<file path="src/rtl/prime_gen_pkg.sv">
// Shared definitions for the prime search engine: default width and FSM states.
package prime_gen_pkg;

  localparam int PRIME_W_DEFAULT = 8;

  typedef enum logic [2:0] {
    S_IDLE  = 3'd0,
    S_CHECK = 3'd1,
    S_MOD   = 3'd2,
    S_NEXT  = 3'd3,
    S_DONE  = 3'd4
  } state_t;

endpackage

</file>
<file path="src/rtl/prime_gen.sv">
// Iterative prime search: finds the smallest prime >= max(seed,2) by trial
// division, where each remainder is formed by repeated subtraction, one per
// cycle. Latency depends on the data by design.
module prime_gen
  import prime_gen_pkg::*;
#(
  parameter int W = PRIME_W_DEFAULT
) (
  input  logic         clk,
  input  logic         rst,
  input  logic         start,
  input  logic [W-1:0] seed,
  output logic         busy,
  output logic         done,
  output logic         found,
  output logic [W-1:0] prime,
  output logic [15:0]  cycle_cnt
);

  state_t state, state_nx;

  logic [W-1:0]   cand;
  logic [W-1:0]   d;
  logic [W-1:0]   rem;
  logic [2*W-1:0] d_wide;
  logic [2*W-1:0] d_sq;
  logic [2*W-1:0] cand_wide;
  logic           sq_gt;
  logic           rem_lt;
  logic           rem_zero;
  logic           cand_max;
  logic           accept;

  // Saturating increment for the cycle counter.
  function automatic logic [15:0] sat_inc(input logic [15:0] v);
    return (v == 16'hFFFF) ? v : v + 16'd1;
  endfunction

  // The square is formed at double width so it can never wrap.
  assign d_wide    = {{W{1'b0}}, d};
  assign d_sq      = d_wide * d_wide;
  assign cand_wide = {{W{1'b0}}, cand};
  assign sq_gt     = (d_sq > cand_wide);
  assign rem_lt    = (rem < d);
  assign rem_zero  = (rem == '0);
  assign cand_max  = (cand == {W{1'b1}});
  assign accept    = (state == S_IDLE) && start;

  assign busy = (state != S_IDLE);
  assign done = (state == S_DONE);

  // State register.
  always_ff @(posedge clk or posedge rst) begin
    if (rst) state <= S_IDLE;
    else     state <= state_nx;
  end

  // Next-state decode; start is only looked at in IDLE, so it never queues.
  always_comb begin
    state_nx = state;
    case (state)
      S_IDLE:  if (start) state_nx = S_CHECK;
      S_CHECK: state_nx = sq_gt ? S_DONE : S_MOD;
      S_MOD:   if (rem_lt) state_nx = rem_zero ? S_NEXT : S_CHECK;
      S_NEXT:  state_nx = cand_max ? S_DONE : S_CHECK;
      S_DONE:  state_nx = S_IDLE;
      default: state_nx = S_IDLE;
    endcase
  end

  // Candidate under test: loaded from the seed (floored at 2), stepped on a factor hit.
  always_ff @(posedge clk or posedge rst) begin
    if (rst) begin
      cand <= '0;
    end else if (accept) begin
      cand <= (seed < W'(2)) ? W'(2) : seed;
    end else if (state == S_NEXT && !cand_max) begin
      cand <= cand + W'(1);
    end
  end

  // Trial divisor: restarts at 2 per candidate, advances when a remainder is nonzero.
  always_ff @(posedge clk or posedge rst) begin
    if (rst) begin
      d <= '0;
    end else if (accept) begin
      d <= W'(2);
    end else if (state == S_MOD && rem_lt && !rem_zero) begin
      d <= d + W'(1);
    end else if (state == S_NEXT && !cand_max) begin
      d <= W'(2);
    end
  end

  // Running remainder: reloaded with the candidate, then reduced by d each cycle.
  always_ff @(posedge clk or posedge rst) begin
    if (rst) begin
      rem <= '0;
    end else if (state == S_CHECK && !sq_gt) begin
      rem <= cand;
    end else if (state == S_MOD && !rem_lt) begin
      rem <= rem - d;
    end
  end

  // Result registers: cleared on a new search, written once on the way to DONE.
  always_ff @(posedge clk or posedge rst) begin
    if (rst) begin
      prime <= '0;
      found <= 1'b0;
    end else if (accept) begin
      prime <= '0;
      found <= 1'b0;
    end else if (state == S_CHECK && sq_gt) begin
      prime <= cand;
      found <= 1'b1;
    end else if (state == S_NEXT && cand_max) begin
      prime <= '0;
      found <= 1'b0;
    end
  end

  // Work-cycle counter: counts CHECK, MOD and NEXT cycles of the current search.
  always_ff @(posedge clk or posedge rst) begin
    if (rst) begin
      cycle_cnt <= '0;
    end else if (accept) begin
      cycle_cnt <= '0;
    end else if (state == S_CHECK || state == S_MOD || state == S_NEXT) begin
      cycle_cnt <= sat_inc(cycle_cnt);
    end
  end

endmodule

</file>
<file path="config.mk">
export PLATFORM = sky130hd
export DESIGN_NAME = prime_gen
export DESIGN_NICKNAME = d
export VERILOG_FILES = /design/src/rtl/prime_gen_pkg.sv /design/src/rtl/prime_gen.sv
export SDC_FILE = /design/constraint.sdc
export NUM_CORES = 1
export LEC_CHECK = 0
export ABC_AREA = 0
export CORE_MARGIN = 3
export CORE_UTILIZATION = 54
export DETAILED_ROUTE_END_ITERATION = 7
export PLACE_DENSITY = 0.79
export SETUP_SLACK_MARGIN = 0.05
export SLEW_MARGIN = 20
export SYNTH_ARGS = -nofsm -noshare
export SYNTH_HDL_FRONTEND = slang
export SYNTH_SLANG_ARGS = --single-unit
</file>
<file path="constraint.sdc">
create_clock -name clk -period 9.97 [get_ports clk]
set_input_delay 1.994 -clock clk [delete_from_list [all_inputs] [get_ports clk]]
set_output_delay 1.994 -clock clk [all_outputs]
set_load 0.05 [all_outputs]
</file>
==> results_dict.tcl <==
set metrics [dict create \
    portBuffers 37 \
    swShare_pct 48.10 \
    grt_antenna_before_repair 0 \
    synth_edf_count 0 \
    power.internal_mw 0.5882 \
    layout.nets 660 \
    grt_start_max_net_pins 53 \
    drtPass1Iterations 5 \
    die_x_um 100.5 \
    cap_violations 0 \
    pwr-share-clk_pct 9.8 \
    synthDistinctLibCells 64 \
    ys_seq_area_share_pct 26.98 \
    slew_viol_final 0 \
    ff_latch_area_um2 1301 \
    diodes 0 \
    die_area_um2 10100 \
    finalSetupTns_ns 0 \
    cts-buffers-inserted 5 \
    r2r-start "d[4]$_DFFE_PP0P_" \
    rr_worst_depth 20 \
    syn_inst 540 \
    clkLatencyLatePin_ns 0.30 \
    tightest_slew_ns 0.8725 \
    grt_usage_pct 22.85 \
    seqPwrFrac_pct 31.5 \
    total_power_mw 1.133 \
    die_y_um 100.5 \
    cts_tree "yes" \
    outcome "complete, no violations" \
    p_leak_nw 2.525 \
    path_clk_slew_ns 0.08 \
    place_congestion 0.9125 \
    drive_above_1_share_pct 3.659 \
    clock.fmax_ghz 0.1703 \
    clockRootBuffer "clkbuf_8" \
    grt_pass1_vias 3982 \
    p_comb_share_pct 58.7 \
    vias 4076 \
    utilization_pct 63.56 \
    ctsResizeCount 0 \
    fin_crit_ns 5.871 \
    coreArea_um2 8423 \
    syn-cell-area_um2 4823 \
    holdWs_ns 0.4799 \
    drc 0 \
    cp.required_ns 10.19 \
    dp_hpwl_um 8756 \
    wl_um 10940 \
    power_switching_mw 0.5451 \
    synth_fp_nets 626 \
    synthArstFlopShare_pct 100.0 \
    crit_type "flop to flop" \
    mostFrequentLayoutCells "inv_1, nor2_1, dfrtp_1, ha_1, nand2_1" \
    slew_headroom_pct 41.76 \
    crit_fanout 9 \
    layout_commonest_cell "inv_1" \
    htreeDepth 2 \
    start_kind "flop" \
    cts.path.max_buffers 2 \
    fill_cells 724 \
    rsz0062_at_grt "no" \
    hp-class "flop to flop" \
    grt_overflow_total 0 \
    start_util_pct 57.26 \
    peakVddDrop_mv 0.1248 \
    wl_per_cell_um 16.12 \
    grt_first_pass_wirelength_um 18850 \
    rrSetupSlack_ns 4.10 \
    ys_ff_latch 52 \
    synth_area_per_cell_um2 8.932 \
    cellPowerDensity_nw_per_um2 211.7 \
    hold_violations 0 \
    antenna_left 0 \
    routed_via_density 6.003 \
    clock-skew-final_ns 0.008948 \
    io_pins 38 \
    postCtsSetupBuffers 0 \
    cts-hold-fix-buffers 0 \
    setup_violations 0 \
    clock-sinks 52 \
    ys.flop_type "dfrtp_1" \
    endpoint_kind "flop" \
    timing.final.crit_share_pct 58.89 \
    reg2reg_to "prime[7]$_DFFE_PP0P_" \
    multiInputGateArea_um2 3209 \
    fp-row-count 33 \
    setup.worst_path.start "d[4]$_DFFE_PP0P_" \
    syn_to_final_growth_pct 11.00 \
    drt_iter0_drc 332 \
    crit_arrival_ns 6.09 \
    yosysWarnings 0 \
    endpoint "prime[7]$_DFFE_PP0P_" \
]
-- stage by stage --
step	worst slack [ns]	instances	cell area, um^2
global placement	4.327	672	5275
finish	4.099	679	5354
CTS	4.044	679	5353
global route	3.660	679	5354
floorplan	4.972	540	4823
detailed placement	4.102	672	5275
-- power groups by stage --
stage	registers [mW]	logic (mW)	clock network (mW)
floorplan	0.417	0.428	0
global placement	0.355	0.642	0
detailed placement	0.360	0.661	0
CTS	0.355	0.665	0.115
global route	0.369	0.733	0.123
finish	0.357	0.665	0.111
-- cells by family after synthesis --
group	count (synthesis)	synth area share, %
and+or+nand+nor	180	18.39
adders and majority gates	75	23.50
xor gates and xnor gates	28	5.084
buffers and inverters	80	6.485
muxes	18	3.735
AOI/OAI and AO/OA	107	15.82
DFF	52	26.98
-- final cells by class --
cell class | count | share of cell area, %
tap | 105 | 2.454
sequential | 52 | 24.30
inverter | 70 | 4.931
clock inverter | 1 | 0.09348
timing repair buffer | 37 | 6.918
clock buffer | 6 | 1.355
multi-input combinational | 408 | 59.94
-- cells in the mapped netlist (4+ instances only) --
cell / n / area, um^2
fa_1: 26 / 520.5
dfrtp_1: 52 / 1301
xnor2_1: 20 / 175.2
clkbuf_1: 7 / 26.28
and3_1: 4 / 25.02
a21oi_1: 20 / 100.1
o21ai_0: 21 / 105.1
nor3_1: 12 / 60.06
a211oi_1: 6 / 45.04
inv_1: 66 / 247.7
or4_1: 4 / 30.03
nand2_1: 44 / 165.2
mux2i_1: 18 / 180.2
nor2b_1: 4 / 25.02
nor2_1: 59 / 221.5
nand3_1: 12 / 60.06
xor2_1: 8 / 70.07
o211ai_1: 5 / 37.54
and4_1: 4 / 35.03
ha_1: 49 / 613.1
nand4_1: 7 / 43.79
and2_1: 5 / 31.28
a31oi_1: 4 / 25.02
or3_1: 10 / 62.56
a221o_1: 5 / 50.05
a311oi_1: 4 / 35.03
-- layer usage --
| metal | vias up | part of all wire (%) | track usage [%] |
|---|---|---|---|
| li1 | 1961 | - | - |
| met1 | 1951 | 46 | 32.14 |
| met2 | 142 | 48 | 37.36 |
| met3 | 22 | 4.8 | 3.737 |
| met4 | 0 | 1.6 | 4.974 |
| met5 | - | 0 | 0 |
-- worst max-delay path, cell delays in order (launching register included) --
cell and delay, ns:
dfrtp_1 0.52, clkinv_1 0.34, nor2_1 0.32, ha_1 0.30, xnor2_1 0.14, ha_1 0.28
inv_1 0.05, fa_1 0.50, fa_1 0.54, inv_1 0.04, ha_1 0.35, a21oi_1 0.19
xnor2_1 0.17, ha_1 0.30, a41oi_1 0.18, o21ai_0 0.11, o21bai_1 0.21, o2111a_1 0.28
and3_1 0.26, a21bo_1 0.43, mux2i_1 0.25
-- state kept, by name (all words and copies together), names as in the netlist --
| signal | count |
|---|---|
| cand | 8 |
| found | 1 |
| d | 8 |
| cycle_cnt | 16 |
| state | 3 |
| prime | 8 |
| rem | 8 |
-- how the worst min path moves through the flow --
stage	startpoint	end	slack, ns	cells past startpoint
after floorplan	state[2]$_DFFE_PP0P_	state[1]$_DFFE_PP0P_	0.48	1
after global placement	found$_DFFE_PP0P_	found$_DFFE_PP0P_	0.46	2
after detailed placement	found$_DFFE_PP0P_	found$_DFFE_PP0P_	0.47	2
after CTS	found$_DFFE_PP0P_	found$_DFFE_PP0P_	0.49	2
after global routing	found$_DFFE_PP0P_	found$_DFFE_PP0P_	0.52	2
final	found$_DFFE_PP0P_	found$_DFFE_PP0P_	0.48	2
Note: power is estimated with default switching activity, not from simulation.
